### src/rtl/battleship_turn_ctrl.sv
// Game-flow controller for Battleship: ship-count decision, placement, alternating turns, end of game.
// Optional player turn timer is built only when BATTLE_TURN_TIMEOUT_EN is defined.
module battleship_turn_ctrl #(
  parameter int MAX_SHIPS   = 5,
  parameter int CNT_W       = 3,
  parameter int TURN_CYCLES = 750000000,
  parameter int TMR_W       = 30
) (
  input  logic             clk,
  input  logic             rst,
  input  logic             start,
  input  logic [CNT_W-1:0] ship_cnt_sel,
  input  logic             place_confirm,
  input  logic             pc_place_done,
  input  logic             player_fire,
  input  logic             fire_result_vld,
  input  logic             fire_sunk,
  input  logic             pc_fire_ack,
  input  logic             pc_fire_sunk,
  input  logic             restart,
  output logic [2:0]       state_o,
  output logic             decision,
  output logic             colocation_ships,
  output logic             pc_setup,
  output logic             player_turn,
  output logic             pc_turn,
  output logic             is_victory,
  output logic             is_defeat,
  output logic             pc_fire_req,
  output logic [CNT_W-1:0] ships_target,
  output logic [CNT_W-1:0] player_ships_left,
  output logic [CNT_W-1:0] pc_ships_left,
  output logic [TMR_W-1:0] turn_timer_left,
  output logic             turn_timeout
);

  typedef enum logic [2:0] {
    DECISION    = 3'b000,
    COLOCATION  = 3'b001,
    SETUP       = 3'b010,
    PLAYER_TURN = 3'b011,
    PLAYER_WAIT = 3'b100,
    PC_TURN     = 3'b101,
    VICTORY     = 3'b110,
    DEFEAT      = 3'b111
  } state_t;

  localparam logic [CNT_W-1:0] MAX_C = CNT_W'(MAX_SHIPS);
  localparam logic [CNT_W-1:0] ONE_C = CNT_W'(1);

  state_t           state;
  logic [CNT_W-1:0] target_q;
  logic [CNT_W-1:0] player_cnt;
  logic [CNT_W-1:0] pc_cnt;
  logic [CNT_W-1:0] sel_clamped;
  logic [CNT_W-1:0] pc_after_shot;
  logic [CNT_W-1:0] player_after_shot;

`ifdef BATTLE_TURN_TIMEOUT_EN
  localparam logic [TMR_W-1:0] TURN_LOAD = TMR_W'(TURN_CYCLES);
  localparam logic [TMR_W-1:0] ONE_T     = TMR_W'(1);
  logic [TMR_W-1:0] timer_q;
  logic             timeout_q;
`endif

  // Clamp the requested fleet size and precompute saturating fleet losses.
  always_comb begin
    sel_clamped = ship_cnt_sel;
    if (ship_cnt_sel == '0)
      sel_clamped = ONE_C;
    else if (ship_cnt_sel > MAX_C)
      sel_clamped = MAX_C;
    pc_after_shot     = (fire_sunk && pc_cnt != '0) ? pc_cnt - ONE_C : pc_cnt;
    player_after_shot = (pc_fire_sunk && player_cnt != '0) ? player_cnt - ONE_C : player_cnt;
  end

  always_ff @(posedge clk) begin
    if (rst) begin
      state      <= DECISION;
      target_q   <= '0;
      player_cnt <= '0;
      pc_cnt     <= '0;
`ifdef BATTLE_TURN_TIMEOUT_EN
      timer_q    <= '0;
      timeout_q  <= 1'b0;
`endif
    end else begin
`ifdef BATTLE_TURN_TIMEOUT_EN
      timeout_q <= 1'b0;
`endif
      case (state)
        DECISION: begin
          if (start) begin
            target_q   <= sel_clamped;
            player_cnt <= '0;
            pc_cnt     <= '0;
            state      <= COLOCATION;
          end
        end
        // Completion is checked before the increment, so extra confirms are dropped.
        COLOCATION: begin
          if (player_cnt == target_q)
            state <= SETUP;
          else if (place_confirm)
            player_cnt <= player_cnt + ONE_C;
        end
        SETUP: begin
          if (pc_cnt == target_q) begin
            state <= PLAYER_TURN;
`ifdef BATTLE_TURN_TIMEOUT_EN
            timer_q <= TURN_LOAD;
`endif
          end else if (pc_place_done) begin
            pc_cnt <= pc_cnt + ONE_C;
          end
        end
        PLAYER_TURN: begin
          if (player_fire) begin
            state <= PLAYER_WAIT;
`ifdef BATTLE_TURN_TIMEOUT_EN
          end else if (timer_q <= ONE_T) begin
            state     <= PC_TURN;
            timer_q   <= '0;
            timeout_q <= 1'b1;
          end else begin
            timer_q <= timer_q - ONE_T;
`endif
          end
        end
        PLAYER_WAIT: begin
          if (fire_result_vld) begin
            pc_cnt <= pc_after_shot;
            state  <= (pc_after_shot == '0) ? VICTORY : PC_TURN;
          end
        end
        PC_TURN: begin
          if (pc_fire_ack) begin
            player_cnt <= player_after_shot;
            if (player_after_shot == '0) begin
              state <= DEFEAT;
            end else begin
              state <= PLAYER_TURN;
`ifdef BATTLE_TURN_TIMEOUT_EN
              timer_q <= TURN_LOAD;
`endif
            end
          end
        end
        VICTORY, DEFEAT: begin
          if (restart) begin
            state      <= DECISION;
            player_cnt <= '0;
            pc_cnt     <= '0;
`ifdef BATTLE_TURN_TIMEOUT_EN
            timer_q    <= '0;
`endif
          end
        end
        default: state <= DECISION;
      endcase
    end
  end

  assign state_o           = state;
  assign decision          = (state == DECISION);
  assign colocation_ships  = (state == COLOCATION);
  assign pc_setup          = (state == SETUP);
  assign player_turn       = (state == PLAYER_TURN);
  assign pc_turn           = (state == PC_TURN);
  assign is_victory        = (state == VICTORY);
  assign is_defeat         = (state == DEFEAT);
  assign pc_fire_req       = (state == PC_TURN);
  assign ships_target      = target_q;
  assign player_ships_left = player_cnt;
  assign pc_ships_left     = pc_cnt;

`ifdef BATTLE_TURN_TIMEOUT_EN
  assign turn_timer_left = timer_q;
  assign turn_timeout    = timeout_q;
`else
  assign turn_timer_left = '0;
  assign turn_timeout    = 1'b0;
`endif

endmodule

### config.mk
export PLATFORM = sky130hd
export DESIGN_NAME = battleship_turn_ctrl
export DESIGN_NICKNAME = d
export VERILOG_FILES = /design/src/rtl/battleship_turn_ctrl.sv
export SDC_FILE = /design/constraint.sdc
export NUM_CORES = 1
export LEC_CHECK = 0
export BUFFER_PORTS_ARGS = -buffer_cell sky130_fd_sc_hd__buf_2
export CORE_MARGIN = 3
export CORE_UTILIZATION = 41
export DETAILED_ROUTE_END_ITERATION = 10
export PLACE_DENSITY = 0.76
export SYNTH_ARGS = -nofsm -noshare
export SYNTH_HDL_FRONTEND = slang
export SYNTH_SLANG_ARGS = --single-unit
### constraint.sdc
create_clock -name clk -period 1.67 [get_ports clk]
set_clock_uncertainty 0.15 [all_clocks]
set_input_delay 0.0835 -clock clk [delete_from_list [all_inputs] [get_ports clk]]
set_output_delay 0.0835 -clock clk [all_outputs]
set_load 0.02 [all_outputs]
Word level (Yosys, flattened, before mapping):

Index checks and enable logic that the tools add are counted.

* magnitude comparators: 1
* $add $sub $neg: 4
* equal/unequal tests: 20
* reductions and logical operators: 15
* mux-type cells: 23

Operator list (count)
* two-way mux 3 bit: 19
* case mux 3 bit (4 select lines): 2
* case mux 3 bit (7 select lines): 1
* inequality test 2 bit (second input constant): 9
* == test 3 bit (second input constant): 4
* logical NOT 3 bit: 4
* AND reduction 6 bit: 2
* nonzero test 4 bit: 2
* AND reduction 7 bit: 1
* adder 3 x 1 -> 3 bit (second input constant): 2
* == test 3 x 2 -> 1 bit (second input constant): 2
* == test 3 bit: 2
* nonzero test 3 bit: 2
* subtractor 3 x 1 -> 3 bit (second input constant): 2
* inequality test 2 x 1 -> 1 bit (second input constant): 2
* == test 3 x 1 -> 1 bit (second input constant): 1
* greater-than comparator 3 bit (second input constant): 1
* logical AND 1 bit: 2
* two-way mux 2 bit: 1
* AND reduction 2 bit: 1
* OR reduction 2 bit: 1

* word-level logic and storage cells: 67
* input bits: 14
* bits in registers: 12

Logic depth before layout (Yosys ltp):

* word-level depth: 7
* depth in mapped cells: 7

Worst setup path before layout:

No wires, ideal clock.

* kind: register to register
* start: register pc_cnt[0] (netlist: pc_ships_left[0])
* end: register state[1] (netlist: state_o[1])
* data required time: 1450 ps
* path slack: -250 ps
* arrival time: 1700 ps
* setup time: 70 ps
* stages on the path, launching flop included: 8
* cells stage by stage: dfxtp_1 inv_1 ha_1 nand2_1 o211ai_1 o211ai_1 a211o_1 a21oi_1

* word-level cells in the longest chain between the ends: 7
* elaborated cells between the ends (all ways): 11

RTL lines
* start: declaration: RTL line 54 `logic [CNT_W-1:0] pc_cnt;`
* start signal: assignment: RTL line 114 `pc_cnt <= pc_cnt + ONE_C;`
* start signal: assignment: RTL line 132 `pc_cnt <= pc_after_shot;`
* parallel branches: the longest is 7 deep, another holds subtractor 3 x 1 -> 3 bit
* end signal: assignment: RTL line 133 `state <= (pc_after_shot == '0) ? VICTORY : PC_TURN;`
* end: declaration: RTL line 51 `state_t state;`

Several ways; the timed one is not identified. The select of a mux whose other input is x is not followed.
A chain may end at the register's enable or synchronous reset.

Worst setup path in the final report:

* start: register player_cnt[1] (netlist: player_ships_left[1])
* end: register state[0] (netlist: state_o[0])

* word-level cells in the longest chain between the ends: 3

RTL lines
* start: declaration: RTL line 53 `logic [CNT_W-1:0] player_cnt;`
* start signal: assignment: RTL line 105 `player_cnt <= player_cnt + ONE_C;`
* start signal: assignment: RTL line 138 `player_cnt <= player_after_shot;`
* == test 3 bit: RTL line 102 `if (player_cnt == target_q)`
* inequality test 2 x 1 -> 1 bit (no source line)
* AND reduction 7 bit (no source line)

Every way passes these cells.

==> Flow_metrics.wiki <==
{| class="wikitable"
! Metric !! Value
|-
| Synth area leaders || sky130_fd_sc_hd__buf_4, sky130_fd_sc_hd__dfxtp_1, sky130_fd_sc_hd__ha_1
|-
| Worst Hold End || ships_target[0]
|-
| Final hold violation count || 0
|-
| End-of-flow core utilization || between 70% and 80%
|-
| RR Endpoint || state_o[0]
|-
| Final setup violation count || 6
|-
| Maximum fanout along the worst path || 7
|-
| Average vias per placed instance || around 5
|-
| Data required time at the worst endpoint || 1.72 ns
|-
| Setup slack of the critical path after layout || -0.0708 ns
|-
| Synthesized flop and latch total || 12
|-
| Worst setup path startpoint || player_ships_left[1]
|-
| Weighted congestion at the end of routability-driven global placement || roughly 0.89
|-
| CP Cell Sequence || xor2_2 -> o31ai_4 -> o2111ai_4 -> buf_4 -> a221oi_2
|-
| Post-synth EDFFs || 0
|-
| Ys async rst share || 0%
|-
| Die height || a little over 60 um
|-
| Core outline area || 2880 um^2
|-
| Startpoint of the worst register-to-register path || player_ships_left[1]
|-
| Mean cell area of the mapped netlist || just under 8 um^2
|-
| Clock transition at the registers of the reported paths || about 0.090 ns
|-
| Flip-flop cell with the highest count after synthesis || sky130_fd_sc_hd__dfxtp_1
|-
| Routed length per placed instance || 14.4 um
|-
| Final critical delay including setup and external delays || between 1.5 and 2 ns
|-
| Ports placed on the boundary || 65
|-
| Number of nets with antenna violations after routing || 0
|-
| Ant. Diodes || 0
|-
| Number of cells on the worst hold path || 3
|-
| Net count of the finished layout || about 260
|-
| Count of final max-slew check failures || 0
|-
| Overall routing resource usage || between 15 and 20%
|-
| Crit start category || flip-flop
|-
| Count of TritonRoute iterations in the first routing pass || 5
|-
| Worst ir drop on vdd || between 0.001 and 0.0015 V
|-
| Unrepaired setup endpoints after global routing || yes
|-
| Startpoint of the most critical hold path || start
|-
| Signed area change from the synthesized netlist to the final layout || 58.9%
|-
| Total number of vias || ~1400
|-
| Failing checks || negative setup slack
|-
| Storage element area || 270 um^2
|-
| Overall die width || 62.3 um
|-
| Clock latency on the worst-skew pair || 0.29 ns
|-
| Post-DP Area || between 1500 and 2000 um^2
|-
| Count of maximum capacitance violations || 0
|-
| Leading cell types in the layout, fill and taps excluded || sky130_fd_sc_hd__buf_4, sky130_fd_sc_hd__conb_1, sky130_fd_sc_hd__buf_2
|-
| CTS sink cnt || 12
|-
| H-tree levels || 1
|-
| Global-route wire length before repair || 5330 um
|-
| Number of port buffers || 33
|-
| Power per Cell Area || roughly 1700 nW/um^2
|-
| Final global-route overflow total || 0
|-
| Maximum clock frequency || around 0.57 GHz
|-
| Status || finished, violations left
|-
| Post-Place Worst Slack || -0.0474 ns
|-
| Share of the cycle needed by the critical path after routing || 104%
|-
| Crit path max-delay cell type || sky130_fd_sc_hd__dfxtp_4
|-
| Fillcell total || approximately 230
|-
| Synthesized cell area || between 1000 and 1500 um^2
|-
| Worst setup path category || flip-flop to flip-flop
|-
| # rows || 19
|-
| CP bufs+invs || 1
|-
| Placed cell count || 259
|-
| Vias in the first global route || approximately 1200
|-
| Most frequent standard cell in the layout excluding fill and tap cells || sky130_fd_sc_hd__buf_4
|-
| Share of synthesized area occupied by flip-flops and latches || 18.5%
|-
| Number of buffers created by CTS || 3
|-
| DRC || 0
|-
| Crit path arrival time || approximately 1.8 ns
|-
| Non-filler instance count after layout || 277
|-
| Count of cells along the worst register-to-register path || 5
|-
| Number of standard cells after synthesis || roughly 160
|-
| Count of different cell masters after synthesis || between 40 and 50
|-
| Bufs on Longest Clock Path || 2
|-
| Static leakage power || between 0.9 and 1 nW
|-
| Total length of routed wires || 4000 um
|-
| Multi-input combinational cell area || between 1000 and 1500 um^2
|-
| Worst reg2reg setup slack || -0.07 ns
|-
| DP HPWL || ~2400 um
|-
| Starting Density || ~45%
|-
| Maximum number of pins on one net before global-route repair || 12
|-
| Ys Warns || 0
|-
| Worst Setup End Kind || flip-flop
|-
| Top-area cell type share of the netlist area || 19.1%
|-
| Layout cells sized above 1 || a little under three fifths
|-
| Final instance area || around 2100 um^2
|-
| Worst min path class || input pin to flip-flop
|-
| Die outline area || ~3900 um^2
|-
| Detailed Route Iter0 Violations || between 60 and 70
|-
| Clk Tree Root Cell || sky130_fd_sc_hd__clkbuf_4
|-
| Critical path's top delay family || compound AO/OA/AOI/OAI gates
|-
| CTS tree || done
|-
| Post-synth top area cell || sky130_fd_sc_hd__buf_4
|-
| Number of antenna violations at the first check in global routing || 0
|-
| Slowest cell delay on critical path || roughly 0.36 ns
|}
cell usage after synthesis (2+ instances only):
cell type / number
sky130_fd_sc_hd__nor3_1: 4
sky130_fd_sc_hd__o21ai_0: 5
sky130_fd_sc_hd__buf_2: 2
sky130_fd_sc_hd__inv_1: 8
sky130_fd_sc_hd__a211oi_1: 3
sky130_fd_sc_hd__nand3b_1: 2
sky130_fd_sc_hd__mux2i_1: 3
sky130_fd_sc_hd__and2_1: 2
sky130_fd_sc_hd__a211o_1: 3
sky130_fd_sc_hd__nand2_1: 9
sky130_fd_sc_hd__xor2_1: 7
sky130_fd_sc_hd__a221oi_1: 2
sky130_fd_sc_hd__o211ai_1: 3
sky130_fd_sc_hd__buf_4: 33
sky130_fd_sc_hd__o31ai_1: 3
sky130_fd_sc_hd__and3_1: 4
sky130_fd_sc_hd__a311oi_1: 2
sky130_fd_sc_hd__nor3b_1: 2
sky130_fd_sc_hd__clkbuf_1: 3
sky130_fd_sc_hd__nor2_1: 10
sky130_fd_sc_hd__nand2b_1: 4
sky130_fd_sc_hd__a31oi_1: 2
sky130_fd_sc_hd__ha_1: 6
sky130_fd_sc_hd__dfxtp_1: 12
sky130_fd_sc_hd__a21oi_1: 7
layout make-up:
class                           count  area share (%)
Multi-Input combinational cell    135            54.2
Timing Repair Buffer               76            27.0
Sequential cell                    12            13.1
Tap cell                           42            2.54
Clock buffer                        4            1.76
Inverter                            8            1.45
sequential cells by signal, indices dropped and copies added, names as in the netlist:
name and cells:
pc_ships_left 3, player_ships_left 3, ships_target 3, state_o 3
cell families after synthesis:
kind of cell	share of synthesized area, %
buf+inv	23.9
flops	18.5
simple gates	19.7
xor+xnor	5.39
fa+ha+maj	5.77
compound gates	24.2
other cells	0.288
mux	2.31
power breakdown:
group          switching (mW)  internal (mW)
sequential              0.147          0.404
clock                   0.115          0.133
combinational            1.38           1.25
worst reg2reg max path, stage by stage, from the launching register on:
cell and delay (ns):
sky130_fd_sc_hd__dfxtp_4 0.36, sky130_fd_sc_hd__xor2_2 0.20, sky130_fd_sc_hd__o31ai_4 0.29, sky130_fd_sc_hd__o2111ai_4 0.21, sky130_fd_sc_hd__buf_4 0.19, sky130_fd_sc_hd__a221oi_2 0.25
repair_timing:
action / CTS / global route
hold buffers: 5 / 0
endpoints found under the hold margin: 10 / 0
resized for setup: 26 / 49
endpoints found under the setup margin: 11 / 17
pin swaps: 13 / 13
buffers inserted: 6 / 3
through the flow:
stage               setup TNS (ns)  total power [mW]  hold slack [ns]
finish                      -0.206              3.43           0.0837
global route                -0.816              3.63           0.0876
CTS                        -0.0648              2.87            0.104
detailed placement          -0.127              2.32            0.217
global placement           -0.0652              2.28            0.207
floorplan                   -0.251              1.72           0.0807
metal layers:
layer  track usage [%]  vias to the layer above  wire, um
met4              5.23                        0        40
met5                 0                        -         0
li1                  -                      666         -
met1              21.5                      646      1600
met2              27.3                       72      2090
met3              4.32                        4       276
worst max path at each step:
| stage | to | slack (ns) | cells after the start |
|---|---|---|---|
| 6_report | state_o[0] | -0.07 | 5 |
| 5_1_grt | state_o[0] | -0.12 | 6 |
| 4_1_cts | player_ships_left[1] | -0.03 | 5 |
| 3_5_place_dp | pc_ships_left[1] | -0.05 | 7 |
| 3_3_place_gp | pc_ships_left[1] | -0.04 | 7 |
| 2_1_floorplan | state_o[1] | -0.09 | 7 |
Note: power is estimated with default switching activity, not from simulation.
